$ cat config.mk
export PLATFORM = sky130hd
export DESIGN_NAME = ascon_pt_sequencer
export DESIGN_NICKNAME = d
export VERILOG_FILES = /design/src/rtl/ascon_pt_sequencer.sv
export SDC_FILE = /design/constraint.sdc
export NUM_CORES = 1
export LEC_CHECK = 0
export CORE_MARGIN = 4
export CORE_UTILIZATION = 42
export CTS_CLUSTER_DIAMETER = 150
export CTS_CLUSTER_SIZE = 10
export DETAILED_ROUTE_END_ITERATION = 6
export PLACE_DENSITY = 0.8
export SLEW_MARGIN = 5
export SYNTH_ARGS = -nofsm -noshare
export SYNTH_HDL_FRONTEND = slang
export SYNTH_SLANG_ARGS = --single-unit
export TNS_END_PERCENT = 10
$ cat constraint.sdc
create_clock -name clk -period 5.46 [get_ports clk]
set_input_delay 1.092 -clock clk [delete_from_list [all_inputs] [get_ports clk]]
set_output_delay 1.092 -clock clk [all_outputs]
set_load 0.02 [all_outputs]
$ cat src/rtl/ascon_pt_sequencer.sv
`default_nettype none
// ============================================================================
// Module   : ascon_pt_sequencer
// Purpose  : Fetches 64-bit plaintext blocks from the PT/CT memory by index.
//            Applies ASCON 10* padding to the final block and hands each
//            block to the permutation core with a valid/ready handshake.
//            Writes each returned ciphertext block back to memory, truncated
//            to the bytes that carry message data.
// Ports    : clk, RST (async, active high)
//            start/datalen        - message request and length in bytes
//            busy/done            - message in progress / end-of-message pulse
//            blk_idx/mem_rdata    - block index to memory, block read back
//            pt_block/pt_valid/pt_last/pt_ready - plaintext to the core
//            ct_block/ct_valid    - ciphertext from the core
//            CTv/ct_out           - ciphertext write strobe/data to memory
// Revision : 1.0 - initial release
// ============================================================================
module ascon_pt_sequencer #(
    parameter int unsigned MEM_LAT  = 1,
    parameter logic [7:0]  PAD_BYTE = 8'h80
) (
    input  logic        clk,
    input  logic        RST,
    input  logic        start,
    input  logic [6:0]  datalen,
    output logic        busy,
    output logic [3:0]  blk_idx,
    input  logic [63:0] mem_rdata,
    output logic [63:0] pt_block,
    output logic        pt_valid,
    output logic        pt_last,
    input  logic        pt_ready,
    input  logic [63:0] ct_block,
    input  logic        ct_valid,
    output logic        CTv,
    output logic [63:0] ct_out,
    output logic        done
);

    typedef enum logic [2:0] {
        S_IDLE    = 3'd0,
        S_FETCH   = 3'd1,
        S_PRESENT = 3'd2,
        S_WAIT_CT = 3'd3,
        S_WRITE   = 3'd4,
        S_DONE    = 3'd5
    } state_t;

    // Value of the latency counter on the cycle mem_rdata is valid.
    localparam logic [1:0] c_LAT_LAST = 2'(MEM_LAT - 1);

    state_t      r_state;
    logic [6:0]  r_len;
    logic [1:0]  r_lat_cnt;

    logic        w_final;
    logic [2:0]  w_rem;
    logic [63:0] w_pad_block;
    logic [63:0] w_ct_masked;

    // The final block is always index datalen[6:3]; it carries w_rem data
    // bytes (possibly zero) followed by the pad byte.
    assign w_final = (blk_idx == r_len[6:3]);
    assign w_rem   = r_len[2:0];

    genvar k;
    generate
        for (k = 0; k < 8; k++) begin : g_byte
            localparam logic [2:0] c_BYTE_IDX = 3'(k);
            logic w_keep;

            // Byte 0 is the most significant byte of the block.
            assign w_keep = !w_final || (c_BYTE_IDX < w_rem);

            assign w_pad_block[63-8*k -: 8] =
                w_keep                   ? mem_rdata[63-8*k -: 8] :
                (c_BYTE_IDX == w_rem)    ? PAD_BYTE               :
                                           8'h00;

            assign w_ct_masked[63-8*k -: 8] =
                w_keep ? ct_block[63-8*k -: 8] : 8'h00;
        end
    endgenerate

    always_ff @(posedge clk or posedge RST) begin
        if (RST) begin
            r_state   <= S_IDLE;
            r_len     <= '0;
            r_lat_cnt <= '0;
            busy      <= 1'b0;
            blk_idx   <= '0;
            pt_block  <= '0;
            pt_valid  <= 1'b0;
            pt_last   <= 1'b0;
            CTv       <= 1'b0;
            ct_out    <= '0;
            done      <= 1'b0;
        end else begin
            case (r_state)
                S_IDLE: begin
                    if (start) begin
                        r_len     <= datalen;
                        blk_idx   <= '0;
                        r_lat_cnt <= '0;
                        busy      <= 1'b1;
                        r_state   <= S_FETCH;
                    end
                end

                S_FETCH: begin
                    if (r_lat_cnt == c_LAT_LAST) begin
                        pt_block <= w_pad_block;
                        pt_last  <= w_final;
                        pt_valid <= 1'b1;
                        r_state  <= S_PRESENT;
                    end else begin
                        r_lat_cnt <= r_lat_cnt + 2'd1;
                    end
                end

                S_PRESENT: begin
                    if (pt_ready) begin
                        pt_valid <= 1'b0;
                        pt_last  <= 1'b0;
                        r_state  <= S_WAIT_CT;
                    end
                end

                S_WAIT_CT: begin
                    if (ct_valid) begin
                        if (w_final && (w_rem == 3'd0)) begin
                            // Pure padding block: nothing to write back.
                            busy    <= 1'b0;
                            done    <= 1'b1;
                            r_state <= S_DONE;
                        end else begin
                            ct_out  <= w_ct_masked;
                            CTv     <= 1'b1;
                            r_state <= S_WRITE;
                        end
                    end
                end

                S_WRITE: begin
                    CTv <= 1'b0;
                    if (w_final) begin
                        busy    <= 1'b0;
                        done    <= 1'b1;
                        r_state <= S_DONE;
                    end else begin
                        blk_idx   <= blk_idx + 4'd1;
                        r_lat_cnt <= '0;
                        r_state   <= S_FETCH;
                    end
                end

                S_DONE: begin
                    done    <= 1'b0;
                    r_state <= S_IDLE;
                end

                default: begin
                    r_state <= S_IDLE;
                end
            endcase
        end
    end

endmodule
`default_nettype wire

-- Word-level counts from Yosys, hierarchy flattened
Index checks and enable logic that the tools add are counted.
- magnitude comparators: 8
- equal/unequal tests: 22
- reductions and logical operators: 29
- multiplexer cells: 55
- add/sub/neg operators: 2
- bitwise logic cells: 1
- operators by type and width (operator ; number):
    2-to-1 mux 8 bit ; 24
    inequality test 2 bit, second input constant ; 9
    2-to-1 mux 3 bit ; 5
    case mux 3 bit (5 select lines) ; 1
    2-to-1 mux 1 bit ; 13
    equality test 3 bit, first input constant ; 4
    < comparator 3 bit, first input constant ; 4
    AND reduction 3 bit ; 4
    AND reduction 4 bit ; 3
    nonzero test 3 bit ; 3
    logical OR 1 bit ; 8
    2-to-1 mux 4 bit ; 2
    case mux 4 bit (2 select lines) ; 1
    equality test 2 x 3 -> 1 bit, first input constant ; 2
    equality test 3 x 2 -> 1 bit, second input constant ; 2
    equality test 3 bit, second input constant ; 2
    zero test 3 bit ; 2
    < comparator 1 x 3 -> 1 bit, first input constant ; 2
    < comparator 2 x 3 -> 1 bit, first input constant ; 2
    2-to-1 mux 2 bit ; 3
    case mux 1 bit (2 select lines) ; 3
    case mux 1 bit (3 select lines) ; 2
    case mux 2 bit (3 select lines) ; 1
    nonzero test 2 bit ; 3
    11 further kinds ; 12
- word-level logic and storage cells: 128
- input port bits: 140
- register bits: 149
- output and inout port bits: 137

-- Longest topological paths before layout
Gate-level depths: netlist of run 1.
- depth after elaboration: 5
- gate-level depth with buffers: 8
- depth with buffers taken out: 6

-- Least setup slack after synthesis of run 1
No wires, ideal clock.
- kind: input port to flip-flop
- start point: input ct_valid
- end point: register ct_out[56]
- library setup time: 0.125 ns
- stages: 4
- data required time: 5.335 ns
- data arrival time: 1.888 ns
- buffers on the path: 1
- setup slack: 3.447 ns
- cells stage by stage: nand2_1 a21oi_1 buf_4 mux2_2
- word-level cells in the longest chain between the ends: 1
- ends and longest elaborated chain (element ; RTL line ; RTL):
    start: declaration ; 34 ; input logic ct_valid,
    AND reduction 3 bit (no source line) ; n/a ;
    end signal: assignment ; 137 ; ct_out <= w_ct_masked;
    end: declaration ; 36 ; output logic [63:0] ct_out,
No other way between the ends.
A chain may end at the register's enable or synchronous reset.

-- Worst setup path in the final report of run 1
- start point: input ct_valid
- end point: register ct_out[61]
Same word-level chain as after synthesis.

==> results of run 1 <==
==> state kept, by name, indices dropped and copies added, names as in the netlist <==
register,cells
pt_last,1
blk_idx,4
r_state,3
pt_block,64
r_len,7
r_lat_cnt,2
ct_out,64
busy,1
pt_valid,1
CTv,1
done,1
==> metal layers <==
metal  GRT usage [%]  vias to the layer above
li1                -                     2647
met4            9.32                        0
met1            28.7                     2750
met3            4.96                       36
met2            37.3                      204
met5               0                        -
==> area by class of cell <==
class	count	area [um^2]	area share (%)
Sequential cell	149	3730	37.9
Timing Repair Buffer	282	2810	28.5
Multi-Input combinational cell	383	2260	23.0
Clock buffer	21	450	4.58
Tap cell	184	230	2.34
Inverter	47	181	1.84
Clock inverter	11	175	1.78
==> critical path: stages <==
cell             delay [ns]
clkdlybuf4s50_1        0.52
nand2_1                0.17
a21oi_4                0.45
buf_4                  0.42
mux2_2                 0.38
==> where the power goes <==
group          switching, mW  internal, mW
Sequential             0.356          1.63
Clock                  0.463         0.781
Combinational           1.84          1.41
Total                   2.66          3.82
==> final timing paths <==
check | slack (ns) | cells past startpoint | endpoint
min reg2reg | 0.47 | 2 | pt_block[5]
max | 2.72 | 5 | ct_out[61]
max reg2reg | 2.72 | 5 | ct_out[61]
min | 0.47 | 2 | pt_block[5]
min in group asynchronous | 1.27 | 2 | pt_block[5]
max in group asynchronous | 3.30 | 3 | pt_block[14]
==> kinds of logic after synthesis <==
group | share of synthesized area, %
buf+inv | 5.84
compound gates | 17.5
flops | 58.8
fa+ha+maj | 0.394
xor+xnor | 0.552
simple gates | 12.8
mux | 4.12
==> cell usage in the layout, fill, tap and decap left out, drive strengths merged, types with 2 or more instances in the layout <==
| cell type | count |
|---|---|
| mux2 | 9 |
| buf | 6 |
| nor3 | 4 |
| clkinv | 4 |
| mux2i | 16 |
| a22o | 34 |
| o21ai | 88 |
| and3b | 2 |
| dfrtp | 149 |
| inv | 48 |
| nand3b | 2 |
| nor2b | 5 |
| o311ai | 8 |
| nand2 | 116 |
| nand2b | 2 |
| nand4b | 3 |
| clkinvlp | 2 |
| o22ai | 2 |
| nand3 | 20 |
| a31oi | 3 |
| bufinv | 4 |
| o211ai | 10 |
| xor2 | 4 |
| o31ai | 5 |
| clkdlybuf4s50 | 276 |
| ha | 2 |
| nor2 | 15 |
| a21oi | 14 |
| clkbuf | 21 |
| and2 | 4 |
| a21o | 3 |
==> stage by stage <==
stage | cell area [um^2] | instances | setup slack (ns) | utilization, % | hold slack, ns
floorplan | 6350 | 620 | 0.360 | - | 0.465
global placement | 9210 | 1045 | 2.30 | 62.9 | 0.449
detailed placement | 9210 | 1045 | 2.28 | 62.9 | 0.457
CTS | 9840 | 1077 | 2.72 | 67.2 | 0.470
global route | 9840 | 1077 | 2.57 | 67.2 | 0.483
finish | 9840 | 1077 | 2.72 | 67.2 | 0.467
==> results.ini, run 1 <==
[status]
outcome=finished clean

[setup_path]
worst_ep_arrival_time_ns=3.04
setup.worst_path.start_class=input port
cp.required_ns=5.76
path_class=input port to flop
path_max_fanout=21
regToRegStartpoint=blk_idx[0]
crit_start=ct_valid
end_kind=flop

[cells_and_area]
fillCellCount=1133
insertedDiodeCount=0
drive_above_1_share_pct=6.49
nets=1022
area_delta_synth_final_pct=55.0

[synth]
yosysTopAreaCell=dfrtp_1
synth-async-reset-ratio_pct=100
syn_inst=620
yosysMostFrequentCell=dfrtp_1
seq_area_frac_synth_pct=58.8
ys_ff_latch=149
synth_top_cells_by_area=dfrtp_1 (59%), nand2_1 (6.9%), o21ai_0 (5.7%)
synth_nets=762
synthesis.area_um2=6350
synth_edf_count=0
yosysTopAreaCellShare_pct=58.8
synth_cell_type_count=49
synth_common_cells=dfrtp_1 (149), nand2_1 (116), o21ai_0 (72)
yosysWarnings=0
ys.flop_type=dfrtp_1
avgSynthCellArea_um2=10.2

[clock_network]
htree_levels=4
cts_setup_buffers=0
clock_path_buffers=2
tritoncts=built
cts.repair.resized=0
cts_hold_buf=0
worstSkewPairLatency_ns=0.41
path_clk_slew_ns=0.06
cts_buffers=17
cts_num_sinks=149
root_buffer=clkbuf_16

[power]
p_total_mw=6.48
p_per_area_nw_per_um2=659
ir_worst_vdd_mv=0.484
leakagePower_nw=4.24

[detailed_routing]
drt-met1-wl_mm=8.07
vias=5637
met2_length_mm=9.86
drt_iter0_markers=342
wl_mm=19.6
viasPerCell=5.23
ant_nets=0
top_layer=met4
drtPass1Iterations=5
met3_wirelength_mm=1.16
drt-wirelength-per-cell_um=18.2
drc=0

[sta]
hold_viol=0
max_slew.worst_pin.slew_ns=1.07
rsz0062_at_grt=no
fmax_mhz=365
finalClockSkew_ns=0.0111
setup_viol=0
maxSlewHeadroom_pct=28.3
tns_ns=0
slew_viol_final=0
finalCriticalPeriod_ns=2.74
period_share_pct=50.2

[grt]
grt_antenna_before_repair=0
grt_max_degree=101
track_usage_pct=22.5
grt_pass1_wl_mm=30.0
grt_pass1_vias=5653
grt-ovfl-total=0

[die]
initial_utilization_pct=43.3
die-area_um2=17100
die_y_um=131
core_area_um2=14600
die_width_um=131
pin_count=277
fp-row-count=44

[worst_hold_path]
worst_hold_path_type=flop to flop
holdCritStartpoint=pt_block[5]

[place]
dp_hpwl_mm=13.7
io_buffers=276
place.gp.congestion=0.811

[flow_run]
cap_violations=0

Power figures use the tool's default switching activity.
==> inputs of run 2 (changes only) <==
Settings changed: CORE_UTILIZATION 42 to 38, PLACE_DENSITY 0.8 to 0.76.
Clock period 5.46 ns to 2.3 ns, I/O delays scaled along.
==> run 2 against run 1 <==
  * Sequential share of layout area is 1.0 points lower
  * Clock skew is 0.0016 ns lower
  * Non-clock buffer count is 26 higher
  * Count of clock-buffer cells in the layout is 3 higher
==> results.ini, run 2 (same netlist as run 1, synthesis figures left out) <==
[sta]
slew_viol_final=0  ; unchanged
finalClockSkew_ns=0.00948  ; -0.00165 ns
rsz0062_at_grt=no
tns_ns=0  ; unchanged
maxSlewHeadroom_pct=49.9  ; +22 points
finalCriticalPeriod_ns=2.04
hold_viol=0  ; unchanged
period_share_pct=88.8
max_slew.worst_pin.slew_ns=0.749  ; -0.318 ns
setup_viol=0  ; unchanged
fmax_mhz=490

[grt]
grt-ovfl-total=0  ; unchanged
grt_max_degree=67  ; -34%
grt_pass1_vias=5657  ; +0.071%
track_usage_pct=20.5  ; -2.0 points
grt_antenna_before_repair=0  ; unchanged
grt_pass1_wl_mm=30.0  ; about the same

[setup_path]
critPathMaxStageDelay_ns=0.62  ; +0.10 ns
ff2ff_setup_slack_ns=0.26  ; -2.46 ns
path_class=flop to flop
setup.worst_path.start_class=flop
reg2reg_to=pt_block[18]
critical_path.cell_chain=xor2_1, or4_4, buf_4, nor2_2, o21ai_0
path_max_fanout=26  ; +24%
crit_buf_inv=1  ; -1
end_kind=flop
critical_path.top_delay_family=simple AND/OR/NAND/NOR gates
cp.required_ns=2.58  ; -3.18 ns
regToRegStartpoint=blk_idx[1]
worst_ep_arrival_time_ns=2.32  ; -0.72 ns
r2r_cells=5  ; unchanged
crit_slowest_cell=or4_4

[clock_network]
worstSkewPairLatency_ns=0.41  ; about the same
path_clk_slew_ns=0.06  ; about the same
htree_levels=4  ; unchanged
root_buffer=clkbuf_16
cts_hold_buf=0  ; unchanged
cts_setup_buffers=0  ; unchanged
cts.repair.resized=0  ; unchanged
cts_buffers=17  ; unchanged
tritoncts=built
clock_path_buffers=2  ; unchanged
cts_num_sinks=149  ; unchanged

[detailed_routing]
drc=0  ; unchanged
drt_iter0_markers=293  ; -14%
ant_nets=0  ; unchanged
drtPass1Iterations=4  ; -1
wl_mm=19.4  ; -0.88%
vias=5555  ; -1.5%
viasPerCell=4.89  ; -6.6%
drt-wirelength-per-cell_um=17.1  ; -6.0%

[place]
placed_area_um2=9510  ; +3.2%
place.gp.congestion=0.812  ; about the same
dp_hpwl_mm=14.5  ; +5.8%
io_buffers=276  ; unchanged

[status]
outcome=finished clean

[power]
ir_worst_vdd_mv=0.712  ; +47%
leakagePower_nw=4.38  ; +3.2%
p_per_area_nw_per_um2=1530  ; +130%

[cells_and_area]
drive_above_1_share_pct=8.71  ; +2.2 points
fillCellCount=1369  ; +21%
final_util_pct=62.7  ; -4.4 points
layout_commonest_cell=clkdlybuf4s50_1
area_delta_synth_final_pct=59.3
nets=1048  ; +2.5%
final_cell_mix=clkdlybuf4s50_1 (276), dfrtp_1 (149), nand2_1 (115)
top_regs=ct_out: 64 flops, pt_block: 64 flops, r_len: 7 flops
stdcell_area_um2=10100  ; +2.8%

[die]
die-area_um2=18800  ; +9.9%
fp-row-count=46  ; +4.5%
die_y_um=137  ; +4.8%
die_width_um=137  ; +4.8%
core_area_um2=16100  ; +10%
initial_utilization_pct=39.4  ; -4.0 points
pin_count=277  ; unchanged

[worst_hold_path]
worst_hold_path_type=input port to async pin

[flow_run]
cap_violations=0  ; unchanged

run 2: cell types whose count changed in the layout (fill, tap and decap cells not counted), sizes merged:
cell	change
inv	-2
clkinv	-1
diode	+1
clkbuf	+3
buf	+26
run 2: area by class of cell:
type                    instances  area (um^2)  share of cell area, %
flip-flops and latches        149         3730                   36.9
inverters                      47          180                   1.78
repair buffers                308         3070                   30.3
clock inverters                 8          150                   1.48
clock buffers                  24          452                   4.47
diodes                          1         2.50                 0.0247
multi-input cells             383         2260                   22.4
well taps                     216          270                   2.67
run 2: layer usage:
metal	global-route usage (%)	wire length [um]
met3	4.53	1250
met2	34.6	9760
met1	25.9	7960
met5	0	0
met4	7.54	457
run 2: how the worst max path moves through the flow:
stage | slack (ns) | start | cells past startpoint | end
2_1_floorplan | -0.03 | RST | 1 | CTv
3_3_place_gp | 0.24 | ct_valid | 6 | ct_out[25]
3_5_place_dp | 0.18 | ct_valid | 6 | ct_out[28]
4_1_cts | 0.22 | blk_idx[1] | 5 | pt_block[18]
5_1_grt | 0.12 | blk_idx[1] | 5 | pt_block[17]
6_report | 0.26 | blk_idx[1] | 5 | pt_block[18]
run 2: power breakdown:
group	leakage, nW	switching, mW	total, mW	internal, mW
Clock	0.287	1.03	2.84	1.82
Combinational	2.25	4.36	7.97	3.62
Sequential	1.84	0.729	4.61	3.88
run 2: metrics by stage:
stage / hold slack, ns / total power, mW / setup WS [ns] / std cells
detailed placement: 0.462 / 12.7 / 0.180 / 1103
global route: 0.314 / 16.4 / 0.117 / 1135
floorplan: 0.465 / 9.01 / -0.0350 / 620
finish: 0.310 / 15.4 / 0.257 / 1136
CTS: 0.296 / 15.6 / 0.221 / 1135
global placement: 0.449 / 12.5 / 0.244 / 1103
